### src/rtl/bsg_cache_amo_rmw_pkg.sv
// Shared types for the AMO read-modify-write engine: opcodes, AMO subops,
// support-level masks, engine states and the opcode decode helper.
package bsg_cache_amo_rmw_pkg;

  typedef enum logic [5:0] {
    e_cache_ld        = 6'b000011,
    e_cache_sd        = 6'b001011,
    e_cache_amoswap_w = 6'b100000,
    e_cache_amoadd_w  = 6'b100001,
    e_cache_amoxor_w  = 6'b100010,
    e_cache_amoand_w  = 6'b100011,
    e_cache_amoor_w   = 6'b100100,
    e_cache_amomin_w  = 6'b100101,
    e_cache_amomax_w  = 6'b100110,
    e_cache_amominu_w = 6'b100111,
    e_cache_amomaxu_w = 6'b101000,
    e_cache_amoswap_d = 6'b110000,
    e_cache_amoadd_d  = 6'b110001,
    e_cache_amoxor_d  = 6'b110010,
    e_cache_amoand_d  = 6'b110011,
    e_cache_amoor_d   = 6'b110100,
    e_cache_amomin_d  = 6'b110101,
    e_cache_amomax_d  = 6'b110110,
    e_cache_amominu_d = 6'b110111,
    e_cache_amomaxu_d = 6'b111000
  } bsg_cache_opcode_e;

  typedef enum logic [3:0] {
    e_cache_amo_swap = 4'd0,
    e_cache_amo_add  = 4'd1,
    e_cache_amo_xor  = 4'd2,
    e_cache_amo_and  = 4'd3,
    e_cache_amo_or   = 4'd4,
    e_cache_amo_min  = 4'd5,
    e_cache_amo_max  = 4'd6,
    e_cache_amo_minu = 4'd7,
    e_cache_amo_maxu = 4'd8
  } bsg_cache_amo_subop_e;

  // One bit per 4-bit subop code so any decoded value can index the mask.
  localparam int amo_level_width_lp = 16;
  localparam logic [amo_level_width_lp-1:0] amo_support_level_none_lp       = 16'h0000;
  localparam logic [amo_level_width_lp-1:0] amo_support_level_swap_lp       = 16'h0001;
  localparam logic [amo_level_width_lp-1:0] amo_support_level_logical_lp    = 16'h001D;
  localparam logic [amo_level_width_lp-1:0] amo_support_level_arithmetic_lp = 16'h01FF;

  typedef enum logic [2:0] {
    e_amo_idle,
    e_amo_rd_req,
    e_amo_rd_wait,
    e_amo_wr_req,
    e_amo_resp
  } bsg_cache_amo_rmw_state_e;

  typedef struct packed {
    bsg_cache_amo_subop_e subop;
    logic                 is_d;
  } bsg_cache_amo_decode_s;

  function automatic bsg_cache_amo_decode_s bsg_cache_amo_decode(input bsg_cache_opcode_e op);
    bsg_cache_amo_decode_s dec;
    dec.subop = bsg_cache_amo_subop_e'(op[3:0]);
    dec.is_d  = op[4];
    return dec;
  endfunction

endpackage

### src/rtl/bsg_cache_amo_rmw_if.sv
// Request, memory and response signals of the AMO engine; slave is the
// engine's view, master the surrounding pipeline/memory view.
interface bsg_cache_amo_rmw_if
  import bsg_cache_amo_rmw_pkg::*;
#(
  parameter int data_width_p = 64,
  parameter int addr_width_p = 32,
  parameter int id_width_p   = 4
);
  logic                      v_i;
  logic                      ready_and_o;
  bsg_cache_opcode_e         opcode_i;
  logic [addr_width_p-1:0]   addr_i;
  logic [data_width_p-1:0]   data_i;
  logic [id_width_p-1:0]     id_i;

  logic                      mem_v_o;
  logic                      mem_w_o;
  logic [addr_width_p-1:0]   mem_addr_o;
  logic [data_width_p-1:0]   mem_data_o;
  logic [data_width_p/8-1:0] mem_mask_o;
  logic                      mem_ready_and_i;
  logic                      mem_v_i;
  logic [data_width_p-1:0]   mem_data_i;

  logic                      v_o;
  logic [data_width_p-1:0]   data_o;
  logic                      err_o;
  logic [id_width_p-1:0]     id_o;
  logic                      yumi_i;

  modport slave (
    input  v_i, opcode_i, addr_i, data_i, id_i,
    input  mem_ready_and_i, mem_v_i, mem_data_i, yumi_i,
    output ready_and_o, mem_v_o, mem_w_o, mem_addr_o, mem_data_o, mem_mask_o,
    output v_o, data_o, err_o, id_o
  );

  modport master (
    output v_i, opcode_i, addr_i, data_i, id_i,
    output mem_ready_and_i, mem_v_i, mem_data_i, yumi_i,
    input  ready_and_o, mem_v_o, mem_w_o, mem_addr_o, mem_data_o, mem_mask_o,
    input  v_o, data_o, err_o, id_o
  );
endinterface

### src/rtl/bsg_cache_amo_alu.sv
// Combinational AMO ALU at a given operand width; min/max keep the memory
// value on equal operands.
module bsg_cache_amo_alu
  import bsg_cache_amo_rmw_pkg::*;
#(
  parameter int width_p = 64
) (
  input  bsg_cache_amo_subop_e subop,
  input  logic [width_p-1:0]   mem_data,
  input  logic [width_p-1:0]   req_data,
  output logic [width_p-1:0]   result
);
  always_comb begin
    result = mem_data;
    case (subop)
      e_cache_amo_swap: result = req_data;
      e_cache_amo_add:  result = mem_data + req_data;
      e_cache_amo_xor:  result = mem_data ^ req_data;
      e_cache_amo_and:  result = mem_data & req_data;
      e_cache_amo_or:   result = mem_data | req_data;
      e_cache_amo_min:  result = ($signed(mem_data) <= $signed(req_data)) ? mem_data : req_data;
      e_cache_amo_max:  result = ($signed(mem_data) >= $signed(req_data)) ? mem_data : req_data;
      e_cache_amo_minu: result = (mem_data <= req_data) ? mem_data : req_data;
      e_cache_amo_maxu: result = (mem_data >= req_data) ? mem_data : req_data;
      default:          result = mem_data;
    endcase
  end
endmodule

### src/rtl/bsg_cache_amo_rmw.sv
// Atomic read-modify-write engine: read word, apply AMO, masked write-back,
// return old value. BSG_CACHE_AMO_RMW_MISALIGN_ERR_EN turns misaligned AMOs into errors.
module bsg_cache_amo_rmw
  import bsg_cache_amo_rmw_pkg::*;
#(
  parameter int data_width_p = 64,
  parameter int addr_width_p = 32,
  parameter int id_width_p   = 4,
  parameter logic [amo_level_width_lp-1:0] amo_support_level_p = amo_support_level_arithmetic_lp
) (
  input logic                clk_i,
  input logic                reset_i,
  bsg_cache_amo_rmw_if.slave bus
);
  localparam int mask_width_lp = data_width_p / 8;
  localparam int lanes_lp      = data_width_p / 32;
  localparam int lg_bytes_lp   = $clog2(mask_width_lp);
  localparam logic [addr_width_p-1:0] addr_keep_lp =
    {{(addr_width_p-lg_bytes_lp){1'b1}}, {lg_bytes_lp{1'b0}}};

  bsg_cache_amo_rmw_state_e state_r, state_n;
  bsg_cache_amo_decode_s    dec_in, dec_r;

  logic [addr_width_p-1:0]  addr_r;
  logic [data_width_p-1:0]  data_r, old_r, new_r, new_d;
  logic [id_width_p-1:0]    id_r;
  logic                     err_r;
  logic                     ready, accept, req_err, misalign, lane_sel;
  logic                     mem_v, mem_w, resp_v;
  logic [31:0]              mem_lane, new_w;
  logic [mask_width_lp-1:0] mask_w;

  assign dec_in = bsg_cache_amo_decode(bus.opcode_i);

`ifdef BSG_CACHE_AMO_RMW_MISALIGN_ERR_EN
  assign misalign = dec_in.is_d ? (bus.addr_i[2:0] != 3'b000) : (bus.addr_i[1:0] != 2'b00);
`else
  assign misalign = 1'b0;
`endif

  assign req_err = ~bus.opcode_i[5]
                 | ~amo_support_level_p[dec_in.subop]
                 | (dec_in.is_d & (data_width_p == 32))
                 | misalign;

  assign ready  = (state_r == e_amo_idle) & ~reset_i;
  assign accept = bus.v_i & ready;

  assign lane_sel = (data_width_p == 64) ? addr_r[2] : 1'b0;
  assign mem_lane = lane_sel ? bus.mem_data_i[data_width_p-1 -: 32] : bus.mem_data_i[31:0];

  bsg_cache_amo_alu #(.width_p(32)) alu_w (
    .subop    (dec_r.subop),
    .mem_data (mem_lane),
    .req_data (data_r[31:0]),
    .result   (new_w)
  );

  bsg_cache_amo_alu #(.width_p(data_width_p)) alu_d (
    .subop    (dec_r.subop),
    .mem_data (bus.mem_data_i),
    .req_data (data_r),
    .result   (new_d)
  );

  always_ff @(posedge clk_i or posedge reset_i) begin
    if (reset_i) begin
      state_r <= e_amo_idle;
      dec_r   <= '0;
      addr_r  <= '0;
      data_r  <= '0;
      id_r    <= '0;
      err_r   <= 1'b0;
      old_r   <= '0;
      new_r   <= '0;
    end else begin
      state_r <= state_n;
      if (accept) begin
        dec_r  <= dec_in;
        addr_r <= bus.addr_i;
        data_r <= bus.data_i;
        id_r   <= bus.id_i;
        err_r  <= req_err;
        old_r  <= '0;
      end
      // Old and new values are both captured here so WR_REQ/RESP see stable registers.
      if ((state_r == e_amo_rd_wait) && bus.mem_v_i) begin
        old_r <= dec_r.is_d ? bus.mem_data_i : data_width_p'(signed'(mem_lane));
        new_r <= dec_r.is_d ? new_d : {lanes_lp{new_w}};
      end
    end
  end

  always_comb begin
    state_n = state_r;
    mem_v   = 1'b0;
    mem_w   = 1'b0;
    resp_v  = 1'b0;
    case (state_r)
      e_amo_idle: begin
        if (accept) state_n = req_err ? e_amo_resp : e_amo_rd_req;
      end
      e_amo_rd_req: begin
        mem_v = 1'b1;
        if (bus.mem_ready_and_i) state_n = e_amo_rd_wait;
      end
      e_amo_rd_wait: begin
        if (bus.mem_v_i) state_n = e_amo_wr_req;
      end
      e_amo_wr_req: begin
        mem_v = 1'b1;
        mem_w = 1'b1;
        if (bus.mem_ready_and_i) state_n = e_amo_resp;
      end
      e_amo_resp: begin
        resp_v = 1'b1;
        if (bus.yumi_i) state_n = e_amo_idle;
      end
      default: state_n = e_amo_idle;
    endcase
  end

  always_comb begin
    mask_w = '0;
    if (lane_sel) mask_w[mask_width_lp-1 -: 4] = '1;
    else          mask_w[3:0] = '1;
  end

  assign bus.ready_and_o = ready;
  assign bus.mem_v_o     = mem_v;
  assign bus.mem_w_o     = mem_w;
  assign bus.mem_addr_o  = mem_v ? (addr_r & addr_keep_lp) : '0;
  assign bus.mem_data_o  = mem_w ? new_r : '0;
  assign bus.mem_mask_o  = mem_w ? (dec_r.is_d ? '1 : mask_w) : '0;
  assign bus.v_o         = resp_v;
  assign bus.data_o      = resp_v ? old_r : '0;
  assign bus.err_o       = resp_v & err_r;
  assign bus.id_o        = resp_v ? id_r : '0;

endmodule

### src/flat_wrapper.sv
// flat-port wrapper written by rule: the top's interface ports become plain ports
module bsg_cache_amo_rmw_flat import bsg_cache_amo_rmw_pkg::*;
#(
  parameter int data_width_p = 64,
  parameter int addr_width_p = 32,
  parameter int id_width_p   = 4,
  parameter logic [amo_level_width_lp-1:0] amo_support_level_p = amo_support_level_arithmetic_lp
)
  (clk_i, reset_i, bus_v_i, bus_opcode_i, bus_addr_i, bus_data_i, bus_id_i, bus_mem_ready_and_i, bus_mem_v_i, bus_mem_data_i, bus_yumi_i, bus_ready_and_o, bus_mem_v_o, bus_mem_w_o, bus_mem_addr_o, bus_mem_data_o, bus_mem_mask_o, bus_v_o, bus_data_o, bus_err_o, bus_id_o);
  bsg_cache_amo_rmw_if #(.data_width_p(data_width_p), .addr_width_p(addr_width_p), .id_width_p(id_width_p)) bus_i ();
  input logic clk_i;
  input logic reset_i;
  input wire logic [$bits(bus_i.v_i)-1:0] bus_v_i;
  input wire logic [$bits(bus_i.opcode_i)-1:0] bus_opcode_i;
  input wire logic [$bits(bus_i.addr_i)-1:0] bus_addr_i;
  input wire logic [$bits(bus_i.data_i)-1:0] bus_data_i;
  input wire logic [$bits(bus_i.id_i)-1:0] bus_id_i;
  input wire logic [$bits(bus_i.mem_ready_and_i)-1:0] bus_mem_ready_and_i;
  input wire logic [$bits(bus_i.mem_v_i)-1:0] bus_mem_v_i;
  input wire logic [$bits(bus_i.mem_data_i)-1:0] bus_mem_data_i;
  input wire logic [$bits(bus_i.yumi_i)-1:0] bus_yumi_i;
  output wire logic [$bits(bus_i.ready_and_o)-1:0] bus_ready_and_o;
  output wire logic [$bits(bus_i.mem_v_o)-1:0] bus_mem_v_o;
  output wire logic [$bits(bus_i.mem_w_o)-1:0] bus_mem_w_o;
  output wire logic [$bits(bus_i.mem_addr_o)-1:0] bus_mem_addr_o;
  output wire logic [$bits(bus_i.mem_data_o)-1:0] bus_mem_data_o;
  output wire logic [$bits(bus_i.mem_mask_o)-1:0] bus_mem_mask_o;
  output wire logic [$bits(bus_i.v_o)-1:0] bus_v_o;
  output wire logic [$bits(bus_i.data_o)-1:0] bus_data_o;
  output wire logic [$bits(bus_i.err_o)-1:0] bus_err_o;
  output wire logic [$bits(bus_i.id_o)-1:0] bus_id_o;
  assign bus_i.v_i = bus_v_i;
  assign bus_i.opcode_i = bus_opcode_i;
  assign bus_i.addr_i = bus_addr_i;
  assign bus_i.data_i = bus_data_i;
  assign bus_i.id_i = bus_id_i;
  assign bus_i.mem_ready_and_i = bus_mem_ready_and_i;
  assign bus_i.mem_v_i = bus_mem_v_i;
  assign bus_i.mem_data_i = bus_mem_data_i;
  assign bus_i.yumi_i = bus_yumi_i;
  assign bus_ready_and_o = bus_i.ready_and_o;
  assign bus_mem_v_o = bus_i.mem_v_o;
  assign bus_mem_w_o = bus_i.mem_w_o;
  assign bus_mem_addr_o = bus_i.mem_addr_o;
  assign bus_mem_data_o = bus_i.mem_data_o;
  assign bus_mem_mask_o = bus_i.mem_mask_o;
  assign bus_v_o = bus_i.v_o;
  assign bus_data_o = bus_i.data_o;
  assign bus_err_o = bus_i.err_o;
  assign bus_id_o = bus_i.id_o;
  bsg_cache_amo_rmw #(.data_width_p(data_width_p), .addr_width_p(addr_width_p), .id_width_p(id_width_p), .amo_support_level_p(amo_support_level_p)) u_core (.clk_i(clk_i), .reset_i(reset_i), .bus(bus_i));
endmodule
### config.mk
export PLATFORM = sky130hd
export DESIGN_NAME = bsg_cache_amo_rmw_flat
export DESIGN_NICKNAME = d
export VERILOG_FILES = /design/src/rtl/bsg_cache_amo_rmw_pkg.sv /design/src/rtl/bsg_cache_amo_rmw_if.sv /design/src/rtl/bsg_cache_amo_alu.sv /design/src/rtl/bsg_cache_amo_rmw.sv /design/src/flat_wrapper.sv
export SDC_FILE = /design/constraint.sdc
export NUM_CORES = 1
export LEC_CHECK = 0
export BUFFER_PORTS_ARGS = -buffer_cell sky130_fd_sc_hd__buf_2
export CELL_PAD_IN_SITES_DETAIL_PLACEMENT = 1
export CELL_PAD_IN_SITES_GLOBAL_PLACEMENT = 1
export CORE_ASPECT_RATIO = 0.8
export CORE_MARGIN = 2
export CORE_UTILIZATION = 44
export DETAILED_ROUTE_END_ITERATION = 10
export PLACE_DENSITY = 0.85
export REMOVE_ABC_BUFFERS = 1
export SLEW_MARGIN = 25
export SYNTH_ARGS = -nofsm -noshare
export SYNTH_HDL_FRONTEND = slang
export SYNTH_SLANG_ARGS = --single-unit
### constraint.sdc
create_clock -name clk_i -period 7.9 [get_ports clk_i]
set_input_delay 0.79 -clock clk_i [delete_from_list [all_inputs] [get_ports clk_i]]
set_output_delay 0.79 -clock clk_i [all_outputs]
set_load 0.02 [all_outputs]
* Word level (Yosys, flattened, before mapping)
Memories as Yosys holds them, arrays and structs flattened. Index checks and enable logic that the tools add are counted. Widths: inputs -> output; s select.
Storage, ports and cells: output and inout port bits 177, memories 1, ROM bits 16, bits of input ports 176, flip-flop bits (word level) 237
Cells by class: order comparisons 9, eq/ne operators 17, bitwise logic cells 13, reduce and logical (&&, ||, !) cells 6, mux-type cells 34, add/sub/neg operators 2
Memories:
- (no name shown) | depth 16, width 1, rd ports 1, clocked after memory_dff 0, wr ports 0, RTL line bsg_cache_amo_rmw.sv:42 | | ~amo_support_level_p[dec_in.subop]
Operator list (count):
- $mux 64 | 10
- $pmux 64 s9 | 1
- $pmux 32 s9 | 1
- $mux 32 | 6
- $ge 64x64->1 | 2
- $le 64x64->1 | 2
- $add 64x64->64 | 1
- $and 64x64->64 | 1
- $ge 32x32->1 | 2
- $le 32x32->1 | 2
- $or 64x64->64 | 1
- $xor 64x64->64 | 1
- $add 32x32->32 | 1
- $and 32x32->32 | 1
- $or 32x32->32 | 1
- $xor 32x32->32 | 1
- $mux 3 | 6
- $eq 4x3->1 const B | 4
- $mux 8 | 2
- $pmux 3 s5 | 1
- $mux 4 | 3
- $eq 4x2->1 const B | 2
- $ne 2x2->1 const B | 4
- $eq 3x2->1 const B | 2
- 16 further kinds | 23

* Longest topological paths before layout
Gate-level depths: netlist of run 1.
depth after elaboration 7, depth in mapped cells 20, mapped depth without buffers 15

* By module
Synthesis of run 1 repeated with hierarchy kept, for this count alone.
Unflattened totals: cell total of the unflattened synthesis 3250, area, all modules 25782.2 µm²
By module, submodules not included:
- bsg_cache_amo_rmw | area an instance 11358.4 µm², cells each 1070, times used 1
- bsg_cache_amo_alu (u_core.alu_d) | area an instance 9407.8 µm², cells each 1443, times used 1
- bsg_cache_amo_alu (u_core.alu_w) | area an instance 5016.1 µm², cells each 737, times used 1

* Worst setup path after synthesis of run 1
No wires, ideal clock.
kind register to register, start point register u_core.addr_r[2], end point register u_core.new_r[46], path buffers 5, arrival time 4.457 ns, slack 3.317 ns, data required time 7.774 ns, cell stages (with the launch flop) 17, library setup time 0.126 ns, clock period less this slack 4.583 ns, path through dfrtp_1 -> clkbuf_1 -> buf_1 -> clkbuf_1 -> mux2i_1 -> ha_1 -> buf_6 -> nor4_4 -> nand4_2 -> nor4b_4 -> o21ai_2 -> mux2i_1 -> a2111o_1 -> buf_4 -> a22oi_1 -> nand3_1 -> o32a_1
Between the ends: cells in the longest elaborated chain, start to end 5
Ends and longest elaborated chain:
- start: declaration | RTL line bsg_cache_amo_rmw.sv:24 | logic [addr_width_p-1:0] addr_r;
- start signal: assignment | RTL line bsg_cache_amo_rmw.sv:80 | addr_r <= bus.addr_i;
- $mux 32 (*) | RTL line bsg_cache_amo_rmw.sv:50 | assign mem_lane = lane_sel ? bus.mem_data_i[data_width_p-1 -: 32] : bus.mem_data_i[31:0];
- $ge 32x32->1 (tied with other cells) | RTL line bsg_cache_amo_alu.sv:24 | e_cache_amo_maxu: result = (mem_data >= req_data) ? mem_data : req_data;
- $mux 32, on equally long branches
- $pmux 32 s9 (*) | RTL line bsg_cache_amo_alu.sv:15 | case (subop)
- $mux 64 (*) | RTL line bsg_cache_amo_rmw.sv:89 | new_r <= dec_r.is_d ? new_d : {lanes_lp{new_w}};
- end signal: assignment | RTL line bsg_cache_amo_rmw.sv:89
- end: declaration | RTL line bsg_cache_amo_rmw.sv:25 | logic [data_width_p-1:0] data_r, old_r, new_r, new_d;
Mark *: on every way between the ends. The rest lies on a longest branch, timed or not. A chain may end at the register's enable or synchronous reset.

* Final worst setup path of run 1
start point register u_core.addr_r[2], end point register u_core.new_r[44]
Same word-level chain as after synthesis.

==> results.json, run 1 <==
{
  "outcome": "completed",
  "io_buffers": 347,
  "die_x_um": 271,
  "grt_antenna_before_repair": 7,
  "cts_buffers": 28,
  "path_clk_slew_ns": 0.07,
  "synthCells": 3363,
  "postRouteAntennaNets": 0,
  "wl_per_cell_um": 26.4,
  "yosysTopAreaCellShare": 0.234,
  "hold_class": "input port to async pin",
  "num_vias": 27900,
  "power_switching_share": 0.570,
  "clk_latency_ns": 0.61,
  "nets": 3992,
  "io_pins": 353,
  "die_y_um": 218,
  "cts_hold_buf": 0,
  "clock_tree.buffer_depth": 3,
  "grt_max_degree": 172,
  "via_per_inst": 6.48,
  "grt_usage": 0.371,
  "synth_area_um2": 25100,
  "start_util": 0.444,
  "gp_congestion": 1.01,
  "leakagePower_nw": 13.6,
  "drtPass1Iterations": 5,
  "root_buffer": "clkbuf_16",
  "yosysSeqAreaShare": 0.234,
  "ys.flop_type": "dfrtp_1",
  "final-setup-viol-count": 0,
  "core_um2": 56500,
  "slowest_stage": "dfrtp_2",
  "skew_ns": 0.0261,
  "synth_edf_count": 0,
  "drt-total-wl_um": 114000,
  "intPower_mw": 5.46,
  "critPathMostFrequentCell": "nor4b_4",
  "rsz0062_at_grt": "no",
  "cts_sinks": 235,
  "layout_commonest_cell": "nand2_1",
  "path_max_fanout": 30,
  "async_reset_ff_frac": 1.00,
  "yosysTopAreaCell": "dfrtp_1",
  "grt_pass1_vias": 26900,
  "synth-seq-cells": 235,
  "layout_min_cycle_time_ns": 6.47,
  "finalPower_mw": 12.7,
  "critPathKind": "flip-flop to flip-flop",
  "critPathMaxStageDelay_ns": 1.01,
  "finalHoldViolations": 0,
  "rows": 78,
  "ctsResizeCount": 0,
  "worstPathCellList": "o21ai_0 -> ha_1 -> nor4b_4 -> nand4_2 -> nor4b_4 -> o21ai_2 -> mux2i_1 -> a2111oi_4 -> buf_4 -> nor2_1 -> a221oi_1 -> a21oi_1",
  "required_ns": 8.34,
  "ir_worst_vdd_v": 0.000265,
  "place_hpwl_um": 80700,
  "nFillCells": 7157,
  "synth.distinct_cells": 104,
  "synthTopCellsByArea": "dfrtp_1 (23%), ha_1 (14%), nand2_1 (6.5%)",
  "power_density_nw_per_um2": 450,
  "slew_headroom": 0.219,
  "combPwrFrac": 0.706,
  "start_kind": "flip-flop",
  "drive_gt1_frac": 0.148,
  "die-area_um2": 59000,
  "yosys_warnings": 0,
  "fin_hold_ws_ns": 0.286,
  "p_seq_frac": 0.180,
  "r2r_slack_ns": 1.43,
  "max_cap_viol_count": 0,
  "cp-end-kind": "flip-flop",
  "cts_tree": "yes",
  "avgSynthCellArea_um2": 7.47,
  "cts_htree_levels": 1,
  "slew_viol_final": 0,
  "clkPwrFrac": 0.114,
  "grt_pass1_wl_um": 170000,
  "drtIter0Drc": 2787,
  "post_cts_buffers": 0,
  "syn2layout_area_growth_pct": 12.3,
  "min_period_over_period": 0.818,
  "tightest_slew_ns": 1.17,
  "max_freq_mhz": 155,
  "switchingPower_mw": 7.24,
  "cp.arrival_ns": 6.91,
  "final_cell_mix": "nand2_1 (434), buf_2 (347), o21ai_0 (310), a21oi_1 (305), ha_1 (288)",
  "drc_errors": 0,
  "grt-ovfl-total": 0
}
## registers in the layout, indices dropped and copies added (netlist names)
register / flops
u_core.addr_r: 30
u_core.data_r: 64
u_core.dec_r: 5
u_core.err_r: 1
u_core.id_r: 4
u_core.new_r: 64
u_core.old_r: 64
u_core.state_r: 3
## cells in the mapped netlist, drive strengths merged, types with 49 or more instances
master  number
dfrtp      235
clkbuf     181
nand3       64
and3        82
and2       108
a221oi      78
buf         84
nor2       250
a21oi      306
o21ai      328
nor3        49
nand2      437
ha         288
inv        222
## per-stage QoR
step	utilization	instances	setup WS, ns	cell area (um^2)	TNS, ns
floorplan	-	3100	-2.18	23900	-72.20
global route	0.499	4308	1.39	28200	0
CTS	0.499	4307	1.75	28200	0
global placement	0.481	4255	1.58	27200	0
detailed placement	0.481	4256	1.45	27200	0
finish	0.499	4309	1.43	28200	0
## worst max-delay path, delay by kind of cell (launching register included)
| family | cells | cell delay [ns] |
|---|---|---|
| AOI/OAI and AO/OA | 5 | 2.46 |
| adders and majority gates | 1 | 0.83 |
| buffers and inverters | 1 | 0.40 |
| DFF | 1 | 1.01 |
| muxes | 1 | 0.21 |
| and+or+nand+nor | 4 | 1.36 |
## final timing paths
kind                                      to  cells past startpoint               from
max                         u_core.new_r[44]                     12   u_core.addr_r[2]
min                           u_core.id_r[0]                      2            reset_i
max reg2reg                 u_core.new_r[44]                     12   u_core.addr_r[2]
min reg2reg                u_core.addr_r[27]                      2  u_core.addr_r[27]
max in group asynchronous  u_core.data_r[24]                      3            reset_i
min in group clk_i          u_core.addr_r[4]                      3      bus_addr_i[4]
## final cells by class
| type | count | area, um^2 | share of cell area |
|---|---|---|---|
| tap | 760 | 951 | 0.0337 |
| clock inverter | 10 | 176 | 0.00626 |
| timing repair buffer | 396 | 2160 | 0.0767 |
| sequential | 235 | 5890 | 0.209 |
| inverter | 222 | 846 | 0.0300 |
| clock buffer | 41 | 820 | 0.0291 |
| antenna | 2 | 5.00 | 0.000178 |
| multi-input combinational | 2643 | 17300 | 0.615 |
## layer usage
layer / share of wire / GRT usage / up-vias
met5: 0.00050 / 0 / -
met4: 0.049 / 0.155 / 10
met3: 0.11 / 0.0898 / 331
met2: 0.42 / 0.553 / 1543
met1: 0.42 / 0.512 / 13700
li1: - / - / 12300
## kinds of logic after synthesis
family	Yosys count	synth area share
simple gates	1110	0.208
compound gates	1150	0.298
mux	36	0.0151
xor+xnor	54	0.0191
fa+ha+maj	290	0.145
buf+inv	487	0.0803
other cells	1	0.000149
flops	235	0.234
## power by group through the flow
stage	sequential [mW]	combinational, mW	clock, mW
6_report	2.29	8.96	1.45
5_1_grt	2.34	9.53	1.51
4_1_cts	2.25	8.62	1.47
3_5_place_dp	2.27	8.55	0
3_3_place_gp	2.24	8.35	0
2_1_floorplan	2.12	5.62	0
Power figures use the tool's default switching activity.
==> run 2: changes to the inputs <==
Clock period 7.9 ns to 6.25 ns, I/O delays scaled along.
==> run 2 against run 1 <==
Compared with the run above: clock power grew 25%; worst hold slack lost 0.24 ns; via count grew 0.88%; wire length grew 0.60%.
==> results.json, run 2 (synthesized netlist as in run 1, its figures left out) <==
{
  "grt-ovfl-total": 0,
  "layout_commonest_cell": "nand2_1",
  "grt_antenna_before_repair": 12,
  "drive_gt1_frac": 0.159,
  "grt_max_degree": 112,
  "worstPathCellList": "buf_12 -> buf_4 -> o21ai_0 -> inv_1 -> ha_1 -> a21o_1 -> a21oi_1 -> o21ai_0 -> a41o_2 -> a31oi_2 -> o31ai_1 -> buf_4 -> a21o_1 -> a2111o_1 -> a21oi_1 -> nor3_1 -> buf_4 -> a221oi_1",
  "die-area_um2": 59000,
  "drt-total-wl_um": 114000,
  "gp_congestion": 1.02,
  "reg.largest.list": "u_core.data_r x64, u_core.new_r x64, u_core.old_r x64",
  "die_x_um": 271,
  "fin_util": 0.504,
  "cts_sinks": 235,
  "place_ws_ns": 0.873,
  "slew_headroom": 0.304,
  "start_kind": "flip-flop",
  "io_buffers": 347,
  "ir_worst_vdd_v": 0.000288,
  "dp.cells": 4304,
  "rows": 78,
  "skew_ns": 0.0206,
  "clock_tree.buffer_depth": 3,
  "final-setup-viol-count": 0,
  "min_period_over_period": 0.892,
  "critPathKind": "flip-flop to flip-flop",
  "syn2layout_area_growth_pct": 13.5,
  "clk_latency_ns": 0.62,
  "max_cap_viol_count": 0,
  "drtIter0Drc": 3165,
  "placed_area_um2": 27500,
  "hold_class": "input port to async pin",
  "cts_hold_buf": 0,
  "grt_pass1_vias": 27500,
  "r2r-end": "u_core.new_r[63]",
  "r2r_slack_ns": 0.68,
  "fin_hold_ws_ns": 0.0487,
  "nets": 4041,
  "via_per_inst": 6.46,
  "grt_usage": 0.374,
  "setup_ws_ns": 0.677,
  "power_density_nw_per_um2": 570,
  "cp.arrival_ns": 6.08,
  "root_buffer": "clkbuf_16",
  "ctsResizeCount": 0,
  "leakagePower_nw": 13.8,
  "max_freq_mhz": 179,
  "cp-end-kind": "flip-flop",
  "rsz0062_at_grt": "no",
  "cts_htree_levels": 1,
  "drc_errors": 0,
  "finalSetupTns_ns": 0,
  "postRouteAntennaNets": 0,
  "instances_no_fill": 4359,
  "critPathMostFrequentCell": "buf_4",
  "finalPower_mw": 16.3,
  "path_max_fanout": 22,
  "finalHoldViolations": 0,
  "final_cell_mix": "nand2_1 (434), buf_2 (347), o21ai_0 (310), a21oi_1 (305), ha_1 (288)",
  "core_um2": 56500,
  "rr_worst_depth": 18,
  "cts_tree": "yes",
  "place_hpwl_um": 83200,
  "io_pins": 353,
  "die_y_um": 218,
  "slowest_stage": "dfrtp_2",
  "cts_buffers": 29,
  "timing.rr.start": "u_core.addr_r[2]",
  "required_ns": 6.76,
  "grt_pass1_wl_um": 172000,
  "num_vias": 28200,
  "wl_per_cell_um": 26.2,
  "slew_viol_final": 0,
  "outcome": "completed",
  "start_util": 0.444,
  "layout_min_cycle_time_ns": 5.57,
  "post_cts_buffers": 0,
  "tightest_slew_ns": 1.04,
  "path_clk_slew_ns": 0.07,
  "drtPass1Iterations": 7,
  "design_area_um2": 28500,
  "critPathMaxStageDelay_ns": 0.62
}
[run 2: worst max path at each step]
stage / start / to / slack, ns / cells after the start
after global placement: bus_mem_data_i[56] / u_core.new_r[37] / 0.92 / 15
after global routing: u_core.addr_r[2] / u_core.new_r[63] / 0.58 / 18
after floorplan: u_core.state_r[1] / u_core.old_r[31] / -3.83 / 3
final: u_core.addr_r[2] / u_core.new_r[63] / 0.68 / 18
after detailed placement: bus_mem_data_i[30] / u_core.new_r[18] / 0.87 / 15
after CTS: u_core.addr_r[2] / u_core.new_r[63] / 0.91 / 18
[run 2: power breakdown]
group	switching, mW	total [mW]	internal [mW]	leakage, nW
registers	0.715	2.88	2.17	2.92
logic	7.72	11.6	3.85	10.4
clock network	0.768	1.81	1.04	0.470
total	9.20	16.3	7.06	13.8
[run 2: cell type report]
| type | count | area (um^2) |
|---|---|---|
| multi-input combinational | 2643 | 17300 |
| timing repair buffer | 444 | 2510 |
| tap | 760 | 951 |
| clock inverter | 14 | 196 |
| fill | 7224 | 28000 |
| antenna | 4 | 10.0 |
| clock buffer | 37 | 776 |
| inverter | 222 | 841 |
| sequential | 235 | 5890 |
[run 2: routing by layer]
layer / wire length [um] / global-route usage
met5: 80 / 0
met4: 5890 / 0.174
met3: 12700 / 0.0815
met2: 47600 / 0.557
met1: 48000 / 0.516
[run 2: worst max-delay path, delay by kind of cell (launching register included)]
kind	cells	cell delay [ns]
AO/OA/AOI/OAI	11	3.38
adder cells (fa/ha/maj)	1	0.36
buffers and inverters	5	0.94
flip-flops	1	0.62
AND/OR/NAND/NOR	1	0.11
